<file path="config.mk">
export PLATFORM = sky130hd
export DESIGN_NAME = ik_swift_hps_master_0_b2p
export DESIGN_NICKNAME = d
export VERILOG_FILES = /design/src/rtl/ik_b2p_pkg.sv /design/src/rtl/ik_swift_hps_master_0_b2p_out_stage.sv /design/src/rtl/ik_swift_hps_master_0_b2p.sv
export SDC_FILE = /design/constraint.sdc
export NUM_CORES = 1
export LEC_CHECK = 0
export BUFFER_PORTS_ARGS = -buffer_cell sky130_fd_sc_hd__buf_2
export CAP_MARGIN = 5
export CELL_PAD_IN_SITES_DETAIL_PLACEMENT = 0
export CELL_PAD_IN_SITES_GLOBAL_PLACEMENT = 1
export CORE_UTILIZATION = 33
export CTS_CLUSTER_DIAMETER = 60
export CTS_CLUSTER_SIZE = 25
export DETAILED_ROUTE_END_ITERATION = 6
export GPL_ROUTABILITY_DRIVEN = 1
export HOLD_SLACK_MARGIN = 0.12
export MAX_ROUTING_LAYER = met4
export PLACE_DENSITY_LB_ADDON = 0.1
export RECOVER_POWER = 25
export SLEW_MARGIN = 30
export SYNTH_ARGS = -nofsm -noshare
export SYNTH_HDL_FRONTEND = slang
export SYNTH_SLANG_ARGS = --single-unit
</file>
<file path="constraint.sdc">
create_clock -name clk -period 1.95 [get_ports clk]
set_clock_uncertainty 0.2 [all_clocks]
set_input_delay 0.195 -clock clk [delete_from_list [all_inputs] [get_ports clk]]
set_output_delay 0.195 -clock clk [all_outputs]
set_load 0.02 [all_outputs]
</file>
<file path="src/rtl/ik_b2p_pkg.sv">
// Shared framing constants and parser state for the HPS byte-to-packet path.
// Optional channel decoding is enabled with IK_B2P_CHANNEL_EN.
package ik_b2p_pkg;

    localparam logic [7:0] SOP_CHAR  = 8'h7A;
    localparam logic [7:0] EOP_CHAR  = 8'h7B;
    localparam logic [7:0] CHAN_CHAR = 8'h7C;
    localparam logic [7:0] ESC_CHAR  = 8'h7D;
    localparam logic [7:0] ESC_XOR   = 8'h20;

    typedef enum logic {
        IDLE = 1'b0,
        CHAN = 1'b1
    } b2p_state_e;

endpackage

</file>
<file path="src/rtl/ik_swift_hps_master_0_b2p_out_stage.sv">
// One-entry output register for the byte-to-packet converter.
// Holds the beat under backpressure and produces the upstream ready.
module ik_swift_hps_master_0_b2p_out_stage #(
    parameter int CHANNEL_WIDTH = 8
) (
    input  logic                     clk,
    input  logic                     reset,
    input  logic                     load,
    input  logic [7:0]               load_data,
    input  logic                     load_sop,
    input  logic                     load_eop,
    input  logic [CHANNEL_WIDTH-1:0] load_channel,
    output logic                     in_ready,
    input  logic                     out_ready,
    output logic                     out_valid,
    output logic [7:0]               out_data,
    output logic [CHANNEL_WIDTH-1:0] out_channel,
    output logic                     out_startofpacket,
    output logic                     out_endofpacket
);

    logic                     valid_q, valid_d;
    logic [7:0]               data_q, data_d;
    logic                     sop_q, sop_d;
    logic                     eop_q, eop_d;
    logic [CHANNEL_WIDTH-1:0] channel_q, channel_d;

    always_comb begin
        in_ready  = !reset && (!valid_q || out_ready);
        valid_d   = valid_q;
        data_d    = data_q;
        sop_d     = sop_q;
        eop_d     = eop_q;
        channel_d = channel_q;
        // Register is free (or being drained): reload or go empty.
        if (in_ready) begin
            valid_d = load;
            if (load) begin
                data_d    = load_data;
                sop_d     = load_sop;
                eop_d     = load_eop;
                channel_d = load_channel;
            end
        end
    end

    always_ff @(posedge clk) begin
        if (reset) begin
            valid_q   <= 1'b0;
            data_q    <= '0;
            sop_q     <= 1'b0;
            eop_q     <= 1'b0;
            channel_q <= '0;
        end else begin
            valid_q   <= valid_d;
            data_q    <= data_d;
            sop_q     <= sop_d;
            eop_q     <= eop_d;
            channel_q <= channel_d;
        end
    end

    assign out_valid         = valid_q;
    assign out_data          = data_q;
    assign out_channel       = channel_q;
    assign out_startofpacket = sop_q;
    assign out_endofpacket   = eop_q;

endmodule

</file>
<file path="src/rtl/ik_swift_hps_master_0_b2p.sv">
// Bytes-to-packets converter: strips in-band SOP/EOP/CHAN/ESC markers.
// Define IK_B2P_CHANNEL_EN to decode the channel; otherwise out_channel is 0.
module ik_swift_hps_master_0_b2p
    import ik_b2p_pkg::*;
#(
    parameter int CHANNEL_WIDTH = 8
) (
    input  logic                     clk,
    input  logic                     reset,
    output logic                     in_ready,
    input  logic                     in_valid,
    input  logic [7:0]               in_data,
    input  logic                     out_ready,
    output logic                     out_valid,
    output logic [7:0]               out_data,
    output logic [CHANNEL_WIDTH-1:0] out_channel,
    output logic                     out_startofpacket,
    output logic                     out_endofpacket
);

    b2p_state_e state_q, state_d;
    logic       sop_pend_q, sop_pend_d;
    logic       eop_pend_q, eop_pend_d;
    logic       esc_pend_q, esc_pend_d;

    logic       accept;
    logic       is_sop, is_eop, is_chan, is_esc, is_marker;
    logic [7:0] payload;
    logic       beat;
    logic [CHANNEL_WIDTH-1:0] beat_channel;

    assign accept    = in_valid && in_ready;
    assign is_sop    = !esc_pend_q && (in_data == SOP_CHAR);
    assign is_eop    = !esc_pend_q && (in_data == EOP_CHAR);
    assign is_chan   = !esc_pend_q && (in_data == CHAN_CHAR);
    assign is_esc    = !esc_pend_q && (in_data == ESC_CHAR);
    assign is_marker = is_sop || is_eop || is_chan || is_esc;
    assign payload   = esc_pend_q ? (in_data ^ ESC_XOR) : in_data;

    always_comb begin
        state_d    = state_q;
        sop_pend_d = sop_pend_q;
        eop_pend_d = eop_pend_q;
        esc_pend_d = esc_pend_q;
        beat       = 1'b0;
        if (accept) begin
            unique case (1'b1)
                is_sop: begin
                    sop_pend_d = 1'b1;
                    state_d    = IDLE;
                end
                is_eop: begin
                    eop_pend_d = 1'b1;
                    state_d    = IDLE;
                end
                is_chan: begin
                    state_d = CHAN;
                end
                is_esc: begin
                    esc_pend_d = 1'b1;
                end
                default: begin
                    esc_pend_d = 1'b0;
                    if (state_q == CHAN) begin
                        // Bit 7 set means more channel bytes follow.
                        if (!payload[7]) begin
                            state_d = IDLE;
                        end
                    end else begin
                        beat       = 1'b1;
                        sop_pend_d = 1'b0;
                        eop_pend_d = 1'b0;
                    end
                end
            endcase
        end
    end

    always_ff @(posedge clk) begin
        if (reset) begin
            state_q    <= IDLE;
            sop_pend_q <= 1'b0;
            eop_pend_q <= 1'b0;
            esc_pend_q <= 1'b0;
        end else begin
            state_q    <= state_d;
            sop_pend_q <= sop_pend_d;
            eop_pend_q <= eop_pend_d;
            esc_pend_q <= esc_pend_d;
        end
    end

`ifdef IK_B2P_CHANNEL_EN
    localparam int SHW = CHANNEL_WIDTH + 7;

    logic [CHANNEL_WIDTH-1:0] chan_q, chan_d;

    always_comb begin
        chan_d = chan_q;
        if (accept && is_chan) begin
            chan_d = '0;
        end else if (accept && !is_marker && (state_q == CHAN)) begin
            // 7 bits per byte, MSB group first; high bits fall off the top.
            chan_d = CHANNEL_WIDTH'({chan_q, 7'b0} | SHW'(payload[6:0]));
        end
    end

    always_ff @(posedge clk) begin
        if (reset) begin
            chan_q <= '0;
        end else begin
            chan_q <= chan_d;
        end
    end

    assign beat_channel = chan_q;
`else
    assign beat_channel = '0;
`endif

    ik_swift_hps_master_0_b2p_out_stage #(
        .CHANNEL_WIDTH(CHANNEL_WIDTH)
    ) u_out_stage (
        .clk               (clk),
        .reset             (reset),
        .load              (beat),
        .load_data         (payload),
        .load_sop          (sop_pend_q),
        .load_eop          (eop_pend_q),
        .load_channel      (beat_channel),
        .in_ready          (in_ready),
        .out_ready         (out_ready),
        .out_valid         (out_valid),
        .out_data          (out_data),
        .out_channel       (out_channel),
        .out_startofpacket (out_startofpacket),
        .out_endofpacket   (out_endofpacket)
    );

endmodule

</file>
==> flow_summary.json <==
{
  "status": "complete, no violations",
  "cts_sinks": 15,
  "drive_gt1_frac": 0.258,
  "startpoint_type": "input port",
  "hold_depth": 2,
  "path_clk_slew_ns": 0.08,
  "cts_tree": "done",
  "synth_most_common_cell": "dfxtp_1",
  "path_buf_inv": 2,
  "finalWorstSetupSlack_ns": 0.0889,
  "wl_per_cell_um": 11.6,
  "setup_viol": 0,
  "layout.cells.non_filler": 152,
  "r2r_start": "esc_pend_q$_SDFFE_PP0P_",
  "place_inst": 137,
  "grt_pass1_wl_mm": 3.09,
  "htree_levels": 1,
  "drv_cap": 0,
  "synthTopCellsByArea": "dfxtp_1 (39%), buf_4 (7.8%), mux2_2 (5.8%)",
  "arrival_ns": 1.88,
  "syn_avg_cell_area_um2": 8.90,
  "dp.final_hpwl_mm": 1.28,
  "grt_pass1_vias": 682,
  "die_height_um": 50.4,
  "critical-path-slowest-cell": "dlygate4sd3_1",
  "rows": 17,
  "synth_cell_types": 32,
  "p_per_area_nw_per_um2": 632,
  "grt_max_degree": 13,
  "synth_commonest_cells": "dfxtp_1 (15), buf_4 (8), nand2_1 (7), nor2b_1 (7)",
  "ys_async_sr_fraction": 0,
  "antenna_left": 0,
  "drt_first_iter_violations": 8,
  "finalCritPeriodShare": 0.954,
  "cts_buffers": 3,
  "crit_chain": "dlygate4sd3_1 > buf_2 > and4b_2 > nand2_2 > or4_1 > a21oi_2",
  "synth_area_um2": 774,
  "cp_top_family": "simple AND/OR/NAND/NOR gates",
  "grt-ovfl-total": 0,
  "place.gp.congestion": 0.762,
  "final_cell_area_um2": 1040,
  "min_to": "u_out_stage.out_data[6]$_SDFFE_PP0P_",
  "dr.pass1.iters": 4,
  "post-cts-setup-buffer-count": 0,
  "min_from": "u_out_stage.out_data[6]$_SDFFE_PP0P_",
  "top_level_ports": 32,
  "clock_path_buffers": 2,
  "synth_edf_count": 0,
  "cts_root_buf": "clkbuf_4",
  "pre_cts_ws_ns": 0.259,
  "n_antenna_cell": 0,
  "avgViaCountPerCell": 4.88,
  "slew_violations": 0,
  "place_area_um2": 897,
  "reg2reg_depth": 4,
  "synth-seq-cells": 15,
  "setup.worst_path.start": "in_data[5]",
  "die-width_um": 50.4,
  "period_minus_slack_ns": 1.86,
  "grt_usage": 0.168,
  "fin_util": 0.469,
  "core_um2": 2210,
  "start_util": 0.350,
  "vias": 742,
  "path_max_fanout": 6,
  "synth.largest_area_cell": "dfxtp_1",
  "yosysSeqAreaShare": 0.388,
  "finalHoldViolCount": 0,
  "reg2reg_slack_ns": 0.29,
  "hold_path.class": "reg2reg",
  "reg2reg_to": "esc_pend_q$_SDFFE_PP0P_",
  "dieArea_um2": 2540,
  "rsz0062_at_grt": "false",
  "clock.fmax_mhz": 537,
  "synth_warnings": 0,
  "clock_latency_ns": 0.28,
  "ys_dominant_reg_cell": "dfxtp_1",
  "worstSetupPathType": "in2reg",
  "final.setup.tns_ns": 0,
  "area_growth_pct": 34.1,
  "worstPathRequired_ns": 1.97,
  "nets": 137,
  "slowest_delay_ns": 0.51,
  "antenna_found_initial": 0,
  "synth_top_area_frac": 0.388,
  "vdd.ir_drop.worst_uv": 518,
  "power.leakage_nw": 0.447,
  "port_buffers": 23,
  "netlist_instances": 87,
  "drc": 0,
  "wl_mm": 1.77,
  "end_kind": "flip-flop"
}
-- cell usage in the layout, fill, tap and decap left out, types with 2 or more instances in the layout --
cell type | Yosys | routed
nor2_1 | 5 | 5
clkbuf_1 | 1 | 7
dlygate4sd3_1 | 0 | 11
o2bb2ai_1 | 2 | 2
nand2b_1 | 2 | 2
nand2_1 | 7 | 7
a31oi_1 | 2 | 2
buf_2 | 1 | 17
mux2_2 | 4 | 4
buf_4 | 8 | 2
clkbuf_4 | 0 | 3
a32o_1 | 3 | 3
dfxtp_1 | 15 | 15
mux2i_1 | 2 | 2
o21a_1 | 2 | 2
nor4_1 | 2 | 2
nor2b_1 | 7 | 7
a21oi_1 | 5 | 4
conb_1 | 1 | 8
inv_1 | 3 | 3
-- flip-flops by register name, indices dropped and copies added, names as in the netlist --
| register | cells |
|---|---|
| u_out_stage.out_endofpacket | 1 |
| u_out_stage.out_valid | 1 |
| esc_pend_q | 1 |
| sop_pend_q | 1 |
| state_q | 1 |
| u_out_stage.out_startofpacket | 1 |
| u_out_stage.out_data | 8 |
| eop_pend_q | 1 |
-- per-stage QoR --
stage	hold WS, ns	power [mW]
after floorplan	0.112	0.439
after global placement	0.241	0.474
after detailed placement	0.248	0.474
after CTS	0.262	0.665
after global routing	0.281	0.697
final	0.257	0.656
-- logic make-up (layout without fill, tap and decap cells) --
group | Yosys count | after routing | synth area share
buffers and inverters | 13 | 43 | 0.103
and+or+nand+nor | 33 | 33 | 0.241
AOI/OAI and AO/OA | 17 | 17 | 0.157
muxes | 6 | 6 | 0.0840
DFF | 15 | 15 | 0.388
xor gates and xnor gates | 2 | 2 | 0.0226
other | 1 | 8 | 0.00484
-- per-layer routing --
layer	up-vias	share of wire	track usage
met5	-	0	-
met4	0	0.0079	0.0417
met3	2	0.050	0.0545
met2	20	0.47	0.271
met1	347	0.47	0.200
li1	373	-	-
-- power by group --
part	leakage [nW]	switching, mW	total, mW	internal, mW
logic	0.308	0.0906	0.152	0.0614
clock network	0.0150	0.0935	0.173	0.0794
registers	0.123	0.00762	0.331	0.323
total	0.447	0.192	0.656	0.464
-- area by class of cell --
type,count,area [µm²]
Fill cell,254,1170
Timing Repair Buffer,36,233
Inverter,3,11.3
Tap cell,28,35.0
Sequential cell,15,300
Multi-Input combinational cell,66,433
Clock buffer,4,26.3
-- what timing repair did --
action,4_1_cts,5_1_grt
hold buffers,11,0
endpoints found under the hold margin,12,0
gates resized for setup,0,5
endpoints found under the setup margin,0,6
-- worst max path at each step --
stage,slack (ns),cells after the start,end
floorplan,0.24,5,u_out_stage.out_data[3]$_SDFFE_PP0P_
global placement,0.28,5,u_out_stage.out_endofpacket$_SDFFE_PP0P_
detailed placement,0.26,5,u_out_stage.out_endofpacket$_SDFFE_PP0P_
CTS,0.01,6,u_out_stage.out_endofpacket$_SDFFE_PP0P_
global route,0.003,6,u_out_stage.out_data[3]$_SDFFE_PP0P_
finish,0.09,6,esc_pend_q$_SDFFE_PP0P_
-- worst reg2reg max path, stage by stage, from the launching register on --
cell and delay, ns:
dfxtp_1 0.31, and4b_2 0.33, nand2_2 0.11, or4_1 0.51, a21oi_2 0.15
(Power assumes the default switching activity.)
